===== src/rtl/last_beat_pkg.sv =====
// Shared types and helpers for the last-beat tagger.
//   tag_t       : one tag bit (1 = last beat of a packet)
//   event_t     : classification of what happened on a given cycle
//   beat_bytes  : bytes per data beat for a given bus width
//   is_buf_base : true when a buffer-relative offset lands on a ring buffer base
package last_beat_pkg;

  typedef logic tag_t;

  localparam tag_t TAG_MID  = 1'b0;
  localparam tag_t TAG_LAST = 1'b1;

  typedef enum logic [3:0] {
    EV_NONE,        // nothing happens this cycle
    EV_DONE_LAST,   // complete only, one packet open: close previous beat
    EV_DONE_LATE,   // complete only, several open: previous beat already tagged
    EV_SPURIOUS,    // complete only, nothing open
    EV_WRAP_FIRST,  // base beat opening the very first packet
    EV_WRAP_NEXT,   // base beat: previous beat was the last of its packet
    EV_MID,         // ordinary beat inside a packet
    EV_ORPHAN,      // non-base beat with nothing open
    EV_WRAP_DONE,   // base beat and complete together
    EV_WRAP_SPUR,   // base beat and complete with nothing open
    EV_MID_DONE,    // ordinary beat and complete, several open
    EV_MID_TIE,     // ordinary beat and complete, one open: force a tie-off
    EV_MID_SPUR     // ordinary beat and complete with nothing open
  } event_t;

  function automatic int unsigned beat_bytes(input int unsigned bus_width);
    return bus_width / 8;
  endfunction

  // Offset must be buffer-relative (address minus ring base). The stride is a
  // power of two, so the modulo and divide reduce to bit slicing.
  function automatic logic is_buf_base(input logic [63:0] offset,
                                       input logic [63:0] stride,
                                       input logic [63:0] nbufs);
    return ((offset % stride) == 64'd0) && ((offset / stride) < nbufs);
  endfunction

endpackage


===== src/rtl/last_beat_tagger_if.sv =====
// Handshake bundle between the AW monitor, the tagger and the tag consumer.
//   i_addr_data/i_addr_valid/i_addr_ready : beat address channel
//   i_dma_complete                        : one-cycle packet-done strobe
//   o_last/o_last_valid/o_last_ready      : tag channel
// slave is the tagger's view, master the surrounding logic's view.
interface last_beat_tagger_if #(
  parameter int ADDR_WIDTH = 32
) ();
  import last_beat_pkg::*;

  logic [ADDR_WIDTH-1:0] i_addr_data;
  logic                  i_addr_valid;
  logic                  i_addr_ready;
  logic                  i_dma_complete;
  tag_t                  o_last;
  logic                  o_last_valid;
  logic                  o_last_ready;

  modport slave (
    input  i_addr_data, i_addr_valid, i_dma_complete, o_last_ready,
    output i_addr_ready, o_last, o_last_valid
  );

  modport master (
    output i_addr_data, i_addr_valid, i_dma_complete, o_last_ready,
    input  i_addr_ready, o_last, o_last_valid
  );
endinterface


===== src/rtl/tag_fifo.sv =====
// First-word-fall-through FIFO for 1-bit tags.
//   push/push_data : write one tag (dropped only if full with no pop)
//   pop            : consumer ready; a pop occurs when pop && pop_valid
//   pop_data       : head tag, forced to 0 while empty
//   pop_valid      : FIFO not empty
//   count          : current occupancy, 0..DEPTH
module tag_fifo
  import last_beat_pkg::*;
#(
  parameter int DEPTH = 4
) (
  input  logic                       clk,
  input  logic                       reset,
  input  logic                       push,
  input  tag_t                       push_data,
  input  logic                       pop,
  output tag_t                       pop_data,
  output logic                       pop_valid,
  output logic [$clog2(DEPTH+1)-1:0] count
);

  localparam int CW = $clog2(DEPTH + 1);
  localparam int PW = $clog2(DEPTH);
  localparam logic [CW-1:0] FULL_C = CW'(DEPTH);
  localparam logic [PW-1:0] LAST_C = PW'(DEPTH - 1);

  tag_t          mem [DEPTH];
  logic [PW-1:0] rd_ptr;
  logic [PW-1:0] wr_ptr;
  logic          do_push;
  logic          do_pop;

  function automatic logic [PW-1:0] next_ptr(input logic [PW-1:0] p);
    return (p == LAST_C) ? '0 : p + PW'(1);
  endfunction

  assign pop_valid = (count != '0);
  assign pop_data  = pop_valid ? mem[rd_ptr] : TAG_MID;
  assign do_pop    = pop && pop_valid;
  // At full a write is allowed when the head leaves in the same cycle; the
  // head is read combinationally before the edge, so sharing the slot is safe.
  assign do_push   = push && ((count != FULL_C) || do_pop);

  always_ff @(posedge clk) begin
    if (reset) begin
      rd_ptr <= '0;
      wr_ptr <= '0;
      count  <= '0;
    end else begin
      if (do_push) wr_ptr <= next_ptr(wr_ptr);
      if (do_pop)  rd_ptr <= next_ptr(rd_ptr);
      case ({do_push, do_pop})
        2'b10:   count <= count + CW'(1);
        2'b01:   count <= count - CW'(1);
        default: count <= count;
      endcase
    end
  end

  always_ff @(posedge clk) begin
    if (do_push) mem[wr_ptr] <= push_data;
  end

  a_no_overflow : assert property (@(posedge clk) disable iff (reset)
    !(push && (count == FULL_C) && !do_pop));

endmodule


===== src/rtl/last_beat_tagger.sv =====
// Attaches LAST/!LAST tags to DMA write beats.
// Each accepted beat address closes the tag of the beat before it: a beat on
// a ring buffer base (or a DMA-complete while exactly one packet is open)
// means the previous beat ended a packet. Tags queue in a FWFT FIFO.
//   clk, reset        : clock, synchronous active-high reset
//   bus (slave)       : address channel, complete strobe, tag channel
//   o_outstanding     : packets started but not yet completed
//   o_err_spurious    : sticky, complete seen with nothing outstanding
//   o_err_orphan      : sticky, non-base beat accepted with nothing outstanding
module last_beat_tagger
  import last_beat_pkg::*;
#(
  parameter int                    ADDR_WIDTH = 32,
  parameter int                    BUS_WIDTH  = 64,
  parameter logic [ADDR_WIDTH-1:0] BASE_ADDR  = '0,
  parameter int                    NUM_BUFS   = 4,
  parameter int                    BUF_STRIDE = 2048,
  parameter int                    CNT_WIDTH  = 2,
  parameter int                    FIFO_DEPTH = 4
) (
  input  logic               clk,
  input  logic               reset,
  last_beat_tagger_if.slave  bus,
  output logic [CNT_WIDTH:0] o_outstanding,
  output logic               o_err_spurious,
  output logic               o_err_orphan
);

  localparam int                    CW          = $clog2(FIFO_DEPTH + 1);
  localparam int                    BEAT_BYTES  = int'(beat_bytes(BUS_WIDTH));
  localparam logic [CNT_WIDTH:0]    MAX_OUT_C   = (CNT_WIDTH+1)'(2 ** CNT_WIDTH);
  localparam logic [CW-1:0]         FIFO_HI_C   = CW'(FIFO_DEPTH - 2);
  localparam logic [ADDR_WIDTH-1:0] BEAT_BYTES_C = ADDR_WIDTH'(BEAT_BYTES);

  logic [CNT_WIDTH:0]  start_cnt;
  logic [CNT_WIDTH:0]  done_cnt;
  logic [CNT_WIDTH:0]  outstanding;
  logic                armed;
  logic [CW-1:0]       fifo_count;
  logic [ADDR_WIDTH-1:0] offset;
  logic                wrap;
  logic                beat;
  logic                cplt;
  logic                o_zero;
  logic                o_one;
  event_t              ev;
  logic                push;
  tag_t                push_tag;
  logic                start_inc;
  logic                done_inc;
  logic                set_spur;
  logic                set_orph;
  tag_t                fifo_data;
  logic                fifo_valid;

  assign outstanding = start_cnt - done_cnt;
  assign o_zero      = (outstanding == '0);
  assign o_one       = (outstanding == (CNT_WIDTH+1)'(1));
  assign cplt        = bus.i_dma_complete;

  assign offset = bus.i_addr_data - BASE_ADDR;
  assign wrap   = bus.i_addr_valid &&
                  is_buf_base(64'(offset), 64'(BUF_STRIDE), 64'(NUM_BUFS));

  // armed holds ready low for the first cycle out of reset so every output,
  // ready included, reads 0 right after reset. The FIFO always keeps one
  // slot free for a complete-driven tie-off.
  assign bus.i_addr_ready = armed && (outstanding < MAX_OUT_C) &&
                            (fifo_count <= FIFO_HI_C);
  assign beat = bus.i_addr_valid && bus.i_addr_ready;

  always_comb begin
    ev = EV_NONE;
    if (beat) begin
      if (wrap) begin
        if (cplt) ev = o_zero ? EV_WRAP_SPUR : EV_WRAP_DONE;
        else      ev = o_zero ? EV_WRAP_FIRST : EV_WRAP_NEXT;
      end else begin
        if (cplt) ev = o_zero ? EV_MID_SPUR : (o_one ? EV_MID_TIE : EV_MID_DONE);
        else      ev = o_zero ? EV_ORPHAN : EV_MID;
      end
    end else if (cplt) begin
      ev = o_zero ? EV_SPURIOUS : (o_one ? EV_DONE_LAST : EV_DONE_LATE);
    end
  end

  always_comb begin
    push      = 1'b0;
    push_tag  = TAG_MID;
    start_inc = 1'b0;
    done_inc  = 1'b0;
    set_spur  = 1'b0;
    set_orph  = 1'b0;
    case (ev)
      EV_DONE_LAST:  begin push = 1'b1; push_tag = TAG_LAST; done_inc = 1'b1; end
      EV_DONE_LATE:  done_inc = 1'b1;
      EV_SPURIOUS:   set_spur = 1'b1;
      EV_WRAP_FIRST: start_inc = 1'b1;
      EV_WRAP_NEXT:  begin push = 1'b1; push_tag = TAG_LAST; start_inc = 1'b1; end
      EV_MID:        push = 1'b1;
      EV_ORPHAN:     set_orph = 1'b1;
      EV_WRAP_DONE:  begin
        push = 1'b1; push_tag = TAG_LAST; start_inc = 1'b1; done_inc = 1'b1;
      end
      EV_WRAP_SPUR:  begin start_inc = 1'b1; set_spur = 1'b1; end
      EV_MID_DONE:   begin push = 1'b1; done_inc = 1'b1; end
      // Only packet closes on a mid-packet beat: that beat must carry LAST.
      EV_MID_TIE:    begin
        push = 1'b1; push_tag = TAG_LAST; done_inc = 1'b1; set_orph = 1'b1;
      end
      EV_MID_SPUR:   begin set_orph = 1'b1; set_spur = 1'b1; end
      default:       ;
    endcase
  end

  always_ff @(posedge clk) begin
    if (reset) begin
      start_cnt      <= '0;
      done_cnt       <= '0;
      armed          <= 1'b0;
      o_err_spurious <= 1'b0;
      o_err_orphan   <= 1'b0;
    end else begin
      armed     <= 1'b1;
      start_cnt <= start_cnt + {{CNT_WIDTH{1'b0}}, start_inc};
      done_cnt  <= done_cnt  + {{CNT_WIDTH{1'b0}}, done_inc};
      if (set_spur) o_err_spurious <= 1'b1;
      if (set_orph) o_err_orphan   <= 1'b1;
    end
  end

  tag_fifo #(
    .DEPTH (FIFO_DEPTH)
  ) u_tag_fifo (
    .clk       (clk),
    .reset     (reset),
    .push      (push),
    .push_data (push_tag),
    .pop       (bus.o_last_ready),
    .pop_data  (fifo_data),
    .pop_valid (fifo_valid),
    .count     (fifo_count)
  );

  assign bus.o_last       = fifo_data;
  assign bus.o_last_valid = fifo_valid;
  assign o_outstanding    = outstanding;

  a_out_bound : assert property (@(posedge clk) disable iff (reset)
    outstanding <= MAX_OUT_C);

  a_beat_aligned : assert property (@(posedge clk) disable iff (reset)
    bus.i_addr_valid |-> ((bus.i_addr_data % BEAT_BYTES_C) == '0));

  a_stall_stable : assert property (@(posedge clk) disable iff (reset)
    (bus.i_addr_valid && !bus.i_addr_ready) |=>
      (bus.i_addr_valid && $stable(bus.i_addr_data)));

endmodule

===== src/flat_wrapper.sv =====
// flat-port wrapper written by rule: the top's interface ports become plain ports
module last_beat_tagger_flat import last_beat_pkg::*;
#(
  parameter int                    ADDR_WIDTH = 32,
  parameter int                    BUS_WIDTH  = 64,
  parameter logic [ADDR_WIDTH-1:0] BASE_ADDR  = '0,
  parameter int                    NUM_BUFS   = 4,
  parameter int                    BUF_STRIDE = 2048,
  parameter int                    CNT_WIDTH  = 2,
  parameter int                    FIFO_DEPTH = 4
)
  (clk, reset, o_outstanding, o_err_spurious, o_err_orphan, bus_i_addr_data, bus_i_addr_valid, bus_i_dma_complete, bus_o_last_ready, bus_i_addr_ready, bus_o_last, bus_o_last_valid);
  last_beat_tagger_if #(.ADDR_WIDTH(ADDR_WIDTH)) bus_i ();
  input  logic clk;
  input  logic reset;
  output logic [CNT_WIDTH:0] o_outstanding;
  output logic o_err_spurious;
  output logic o_err_orphan;
  input wire logic [$bits(bus_i.i_addr_data)-1:0] bus_i_addr_data;
  input wire logic [$bits(bus_i.i_addr_valid)-1:0] bus_i_addr_valid;
  input wire logic [$bits(bus_i.i_dma_complete)-1:0] bus_i_dma_complete;
  input wire logic [$bits(bus_i.o_last_ready)-1:0] bus_o_last_ready;
  output wire logic [$bits(bus_i.i_addr_ready)-1:0] bus_i_addr_ready;
  output wire logic [$bits(bus_i.o_last)-1:0] bus_o_last;
  output wire logic [$bits(bus_i.o_last_valid)-1:0] bus_o_last_valid;
  assign bus_i.i_addr_data = bus_i_addr_data;
  assign bus_i.i_addr_valid = bus_i_addr_valid;
  assign bus_i.i_dma_complete = bus_i_dma_complete;
  assign bus_i.o_last_ready = bus_o_last_ready;
  assign bus_i_addr_ready = bus_i.i_addr_ready;
  assign bus_o_last = bus_i.o_last;
  assign bus_o_last_valid = bus_i.o_last_valid;
  last_beat_tagger #(.ADDR_WIDTH(ADDR_WIDTH), .BUS_WIDTH(BUS_WIDTH), .BASE_ADDR(BASE_ADDR), .NUM_BUFS(NUM_BUFS), .BUF_STRIDE(BUF_STRIDE), .CNT_WIDTH(CNT_WIDTH), .FIFO_DEPTH(FIFO_DEPTH)) u_core (.clk(clk), .reset(reset), .bus(bus_i), .o_outstanding(o_outstanding), .o_err_spurious(o_err_spurious), .o_err_orphan(o_err_orphan));
endmodule

===== config.mk =====
export PLATFORM = sky130hd
export DESIGN_NAME = last_beat_tagger_flat
export DESIGN_NICKNAME = d
export VERILOG_FILES = /design/src/rtl/last_beat_pkg.sv /design/src/rtl/last_beat_tagger_if.sv /design/src/rtl/tag_fifo.sv /design/src/rtl/last_beat_tagger.sv /design/src/flat_wrapper.sv
export SDC_FILE = /design/constraint.sdc
export NUM_CORES = 1
export LEC_CHECK = 0
export CAP_MARGIN = 10
export CORE_UTILIZATION = 50
export DETAILED_ROUTE_END_ITERATION = 10
export GPL_TIMING_DRIVEN = 1
export HOLD_SLACK_MARGIN = 0.1
export PLACE_DENSITY_LB_ADDON = 0.2
export SYNTH_ARGS = -nofsm -noshare
export SYNTH_HDL_FRONTEND = slang
export SYNTH_SLANG_ARGS = --single-unit

===== constraint.sdc =====
create_clock -name clk -period 6.7 [get_ports clk]
set_input_delay 1.675 -clock clk [delete_from_list [all_inputs] [get_ports clk]]
set_output_delay 1.675 -clock clk [all_outputs]
set_load 0.1 [all_outputs]

# Word-level counts from Yosys, hierarchy flattened
# Memories as Yosys holds them, arrays and structs flattened. A register that Yosys moved wholly into a read port is not among the register bits.
# Index checks and enable logic that the tools add are counted.
dict set report word_totals {
  ff_bits 16
  mem_bits_rw 4
  in_bits 37
  out_inout_bits 8
  elab_cells 82
  n_memories 1
}
dict set report classes {
  addsub 7
  n_lt_le_gt_ge 3
  n_eq_ne 18
  muxes 27
  n_reduce_logical 18
}
# name depth word_bits rd rd_clocked_by_memory_dff wr line_no
set memory_table {}
lappend memory_table {u_core.u_tag_fifo.mem 4 1 1 1 1 tag_fifo.sv:27} ;# tag_t mem [DEPTH];
# cell count
set op_table {}
lappend op_table {{$logic_not A64 Y1} 1}
lappend op_table {{$mux W4} 7}
lappend op_table {{$lt A21 B3 Y1 const B} 1}
lappend op_table {{$eq A4 B4 Y1 const B} 5}
lappend op_table {{$eq A4 B3 Y1 const B} 4}
lappend op_table {{$mux W1} 14}
lappend op_table {{$mux W2} 5}
lappend op_table {{$eq A4 B2 Y1 const B} 2}
lappend op_table {{$reduce_or A4 Y1} 2}
lappend op_table {{$logic_and A1 B1 Y1} 7}
lappend op_table {{$add A3 B1 Y3} 2}
lappend op_table {{$eq A2 B2 Y1 const B} 3}
lappend op_table {{$pmux W3 S2} 1}
lappend op_table {{$reduce_or A3 Y1} 2}
lappend op_table {{$reduce_or A6 Y1} 1}
lappend op_table {{$reduce_or A5 Y1} 1}
lappend op_table {{$add A2 B1 Y2 const B} 2}
lappend op_table {{$eq A4 B1 Y1 const B} 1}
lappend op_table {{$add A3 B1 Y3 const B} 1}
lappend op_table {{$eq A3 B1 Y1 const B} 1}
lappend op_table {{$le A3 B2 Y1 const B} 1}
lappend op_table {{$logic_not A3 Y1} 1}
lappend op_table {{$lt A3 B3 Y1 const B} 1}
lappend op_table {{$ne A3 B3 Y1 const B} 1}
lappend op_table {{other kinds (6)} 6}

# Longest topological paths before layout
dict set report logic_depth {
  word_depth 13
  ltp_mapped 16
  ltp_nobuf 16
}

# Hierarchy
# From an unflattened synthesis, not the netlist that was laid out.
dict set report hier_totals {
  hier_cells 170
  area_unflattened_um2 1547.7
}
# mod n_inst cells_each area_per_inst_um2 seq_area_each_um2
set modules_own_cells {}
lappend modules_own_cells {last_beat_tagger 1 100 830.8 180.2}
lappend modules_own_cells {tag_fifo 1 70 716.9 300.3}

# Worst setup path before layout
# OpenSTA, ideal clock, no wires.
dict set report synth_path {
  path_type {reg2out}
  startpoint {register u_core.start_cnt[0]}
  endpoint {output port bus_i_addr_ready}
  arrival_time_ns 2.785
  required_ns 5.025
  setup_slack_ns 2.240
  stages_incl_launch_ff 6
  cell_sequence {dfxtp_1 -> inv_1 -> ha_1 -> fa_1 -> xor3_2 -> nor2_1}
}
dict set report synth_via {
  elab_chain_cells 4
}
# item line_no
set synth_rtl {}
lappend synth_rtl {{from (decl)} last_beat_tagger.sv:35} ;# logic [CNT_WIDTH:0] start_cnt;
lappend synth_rtl {{from (signal assigned)} last_beat_tagger.sv:125} ;# start_cnt <= start_cnt + {{CNT_WIDTH{1'b0}}, start_inc};
lappend synth_rtl {{$sub A3 B3 Y3} last_beat_tagger.sv:56} ;# assign outstanding = start_cnt - done_cnt;
lappend synth_rtl {{net o_outstanding[2]} flat_wrapper.sv:16} ;# output logic [CNT_WIDTH:0] o_outstanding;
lappend synth_rtl {{$lt A3 B3 Y1} last_beat_tagger.sv:68} ;# assign bus.i_addr_ready = armed && (outstanding < MAX_OUT_C) &&
lappend synth_rtl {{$logic_and A1 B1 Y1 (2 in series)} last_beat_tagger.sv:68}
lappend synth_rtl {{to (decl)} flat_wrapper.sv:23} ;# output wire logic [$bits(bus_i.i_addr_ready)-1:0] bus_i_addr_ready;
# The timed path passes the listed nets, and every way through them passes these cells.

# Worst setup path in the final report
dict set report layout_path {
  startpoint {register u_core.start_cnt[0]}
  endpoint {output port bus_i_addr_ready}
}
dict set report layout_via {
  elab_chain_cells 4
}
# item line_no
set layout_rtl {}
lappend layout_rtl {{$sub A3 B3 Y3} last_beat_tagger.sv:56}
lappend layout_rtl {{$lt A3 B3 Y1} last_beat_tagger.sv:68}
lappend layout_rtl {{$logic_and A1 B1 Y1 (2 in series)} last_beat_tagger.sv:68}
# Every way passes these cells.

==> flow_summary.yaml <==
yosys:
  synth_largest_area_cell: "dfxtp_1"
  synth_simple_gate_area_share_pct: 27.7
  synth.avg_cell_area_um2: 9.46
  synth_top_area_share_pct: 24.0
  synth_ff_type: "dfxtp_1"
  syn_area_um2: 1500
  synthArstFlopShare_pct: 0
  synth_xor_area_share_pct: 4.58
  synth_compound_area_share_pct: 12.4
  synth.distinct_cells: 44
  synth_area_leaders: "dfxtp_1 (24%), ha_1 (11%), edfxtp_1 (8.0%), nor2_1 (3.7%), nand2_1 (3.2%)"
  syn_inst: 159
  synth_top_family_by_area: "simple AND/OR/NAND/NOR gates"
  synth_seq_area_share_pct: 31.9
  synth_mux_area_share_pct: 6.66
  synth_edf_count: 4
  synth.top_cells.by_count: "dfxtp_1 (18), nor2_1 (15), ha_1 (13), nand2_1 (13), inv_1 (9)"
  synth_nets: 211
  yosys_warnings: 0
  yosysMostFrequentCell: "dfxtp_1"
  synth_adder_area_share_pct: 13.5
  ys_seq_elements: 22
clock_network:
  postCtsHoldBufs: 0
  cts_tree: "built"
  cts_buffers: 3
  insertion_delay_ns: 0.32
  cts_setup_buffers: 0
  clk_path_buf_depth: 2
  ctsHtreeMaxLevel: 1
  cts_root_buf: "clkbuf_4"
  cts.sinks: 22
  path_clk_slew_ns: 0.13
  cts_resized: 0
route:
  via_per_inst: 5.67
  vias: 1321
  wl_per_cell_um: 13.9
  drc_errors: 0
  ant_nets: 0
  wl_um: 3250
  drt_iter0_markers: 50
  drt_pass1_iterations: 4
power:
  clkPwrFrac_pct: 13.9
  p_int_uw: 377
  p_switching_uw: 382
  peakVddDrop_mv: 0.204
  leakagePower_nw: 0.794
  p_comb_share_pct: 61.9
  power.density_nw_per_um2: 379
  netSwitchingFraction_pct: 50.3
  p_seq_share_pct: 24.2
  power_uw: 759
grt:
  grt-ovfl-total: 0
  grt_pass1_wl_um: 5450
  grt_pass1_vias: 1250
  antenna_found_initial: 0
  gr-usage-all-layers_pct: 21.5
  grt_max_degree: 18
cells_and_area:
  postLayoutCoreUtil_pct: 71.5
  design_area_um2: 2000
  layout.nets: 255
  antenna_cells: 0
  drive_above_1_share_pct: 8.91
  area_growth_pct: 33.3
  n_fill_cell: 225
floorplan:
  die_x_um: 56.8
  start_util_pct: 53.6
  die-height_um: 56.8
  core_um2: 2810
  dieArea_um2: 3230
  io_pins: 45
  num_rows: 19
timing:
  rsz0062_at_grt: "no"
  tightest_slew_ns: 0.974
  whs_ns: 0.484
  tns_ns: 0
  fin_crit_ns: 4.57
  max_freq_mhz: 219
  clock_skew_ns: 0.00545
  finalSetupViolations: 0
  hold_viol_final: 0
  maxSlewViolCount: 0
  fin_crit_sh_pct: 68.2
  slew_headroom_pct: 34.9
critical_path:
  start_kind: "flop"
  critPathKind: "reg -> out"
  critPathMaxFanout: 6
  cp.required_ns: 5.03
  arrival_ns: 2.89
  worstSetupEndpointType: "primary output"
min_path:
  min_path_type: "reg -> reg"
placement:
  placed_cell_area_um2: 1950
  dp_hpwl_um: 2620
  port_buffers: 42
  routabilityCongestion: 0.908
job:
  cap_viol_max_count: 0
run_status:
  status: "finished, final reports clean"
## worst paths after layout
kind | from | to | slack (ns) | cells past startpoint
max | u_core.start_cnt[0]$_SDFF_PP0_ | bus_i_addr_ready | 2.13 | 6
min | u_core.o_err_spurious$_SDFFE_PP0P_ | u_core.o_err_spurious$_SDFFE_PP0P_ | 0.48 | 2
max reg2reg | u_core.start_cnt[0]$_SDFF_PP0_ | u_core.u_tag_fifo.count[1]$_SDFFE_PP0P_ | 2.75 | 16
min reg2reg | u_core.o_err_spurious$_SDFFE_PP0P_ | u_core.o_err_spurious$_SDFFE_PP0P_ | 0.48 | 2
## power groups by stage
stage          Clock (mW)  Sequential, mW  Combinational, mW
2_1_floorplan           0           0.209              0.335
3_3_place_gp            0           0.185              0.452
6_report            0.105           0.184              0.470
5_1_grt             0.113           0.187              0.501
3_5_place_dp            0           0.187              0.468
4_1_cts             0.108           0.184              0.469
## critical path, stage by stage (launching register included)
cell	delay [ns]
dfxtp_1	0.36
inv_1	0.05
ha_1	0.18
fa_1	0.36
xor3_2	0.32
nor2_1	0.15
clkdlybuf4s50_1	1.14
## flip-flops by register name, summed over array words and instances, names as in the netlist, named ones only
signal / cells
u_core.o_err_spurious: 1
u_core.armed: 1
u_core.u_tag_fifo.count: 3
u_core.u_tag_fifo.rd_ptr: 2
u_core.start_cnt: 3
u_core.u_tag_fifo.mem: 4
u_core.o_err_orphan: 1
u_core.done_cnt: 3
u_core.u_tag_fifo.wr_ptr: 2
## metal layers
layer,share of wire (%),track usage [%],vias to the layer above
met1,44,26.1,633
met5,0,0,-
met4,1.1,5.92,0
met2,52,38.9,30
li1,-,-,654
met3,3.3,3.46,4
## kinds of logic after synthesis
family / after synthesis
adders and majority gates: 15
muxes: 8
DFF: 22
buffers and inverters: 13
and+or+nand+nor: 74
AOI/OAI and AO/OA: 21
xor gates and xnor gates: 6
## metrics by stage
stage | setup slack, ns | instances
6_report | 2.13 | 233
5_1_grt | 1.98 | 233
4_1_cts | 2.10 | 233
3_5_place_dp | 1.86 | 229
3_3_place_gp | 1.94 | 229
2_1_floorplan | 2.24 | 159
## final cells by class
class	count	area [um^2]	area share, %
multi-input cells	124	975	48.6
repair buffers	42	420	21.0
clock inverters	1	30.0	1.50
clock buffers	3	22.5	1.12
well taps	31	38.8	1.94
inverters	10	37.5	1.87
flip-flops and latches	22	480	24.0
## layout by cell type, fill, tap and decap left out, types with 4 or more instances in the layout
cell	netlist	routed
a21oi_1	7	7
and2_1	5	5
clkdlybuf4s50_1	0	42
dfxtp_1	18	18
edfxtp_1	4	4
ha_1	13	13
inv_1	9	9
mux2i_1	4	4
nand2_1	13	13
nand3_1	7	7
nor2_1	15	15
nor2b_1	4	4
nor3_1	7	7
nor4_1	6	6
Power figures use the tool's default switching activity.
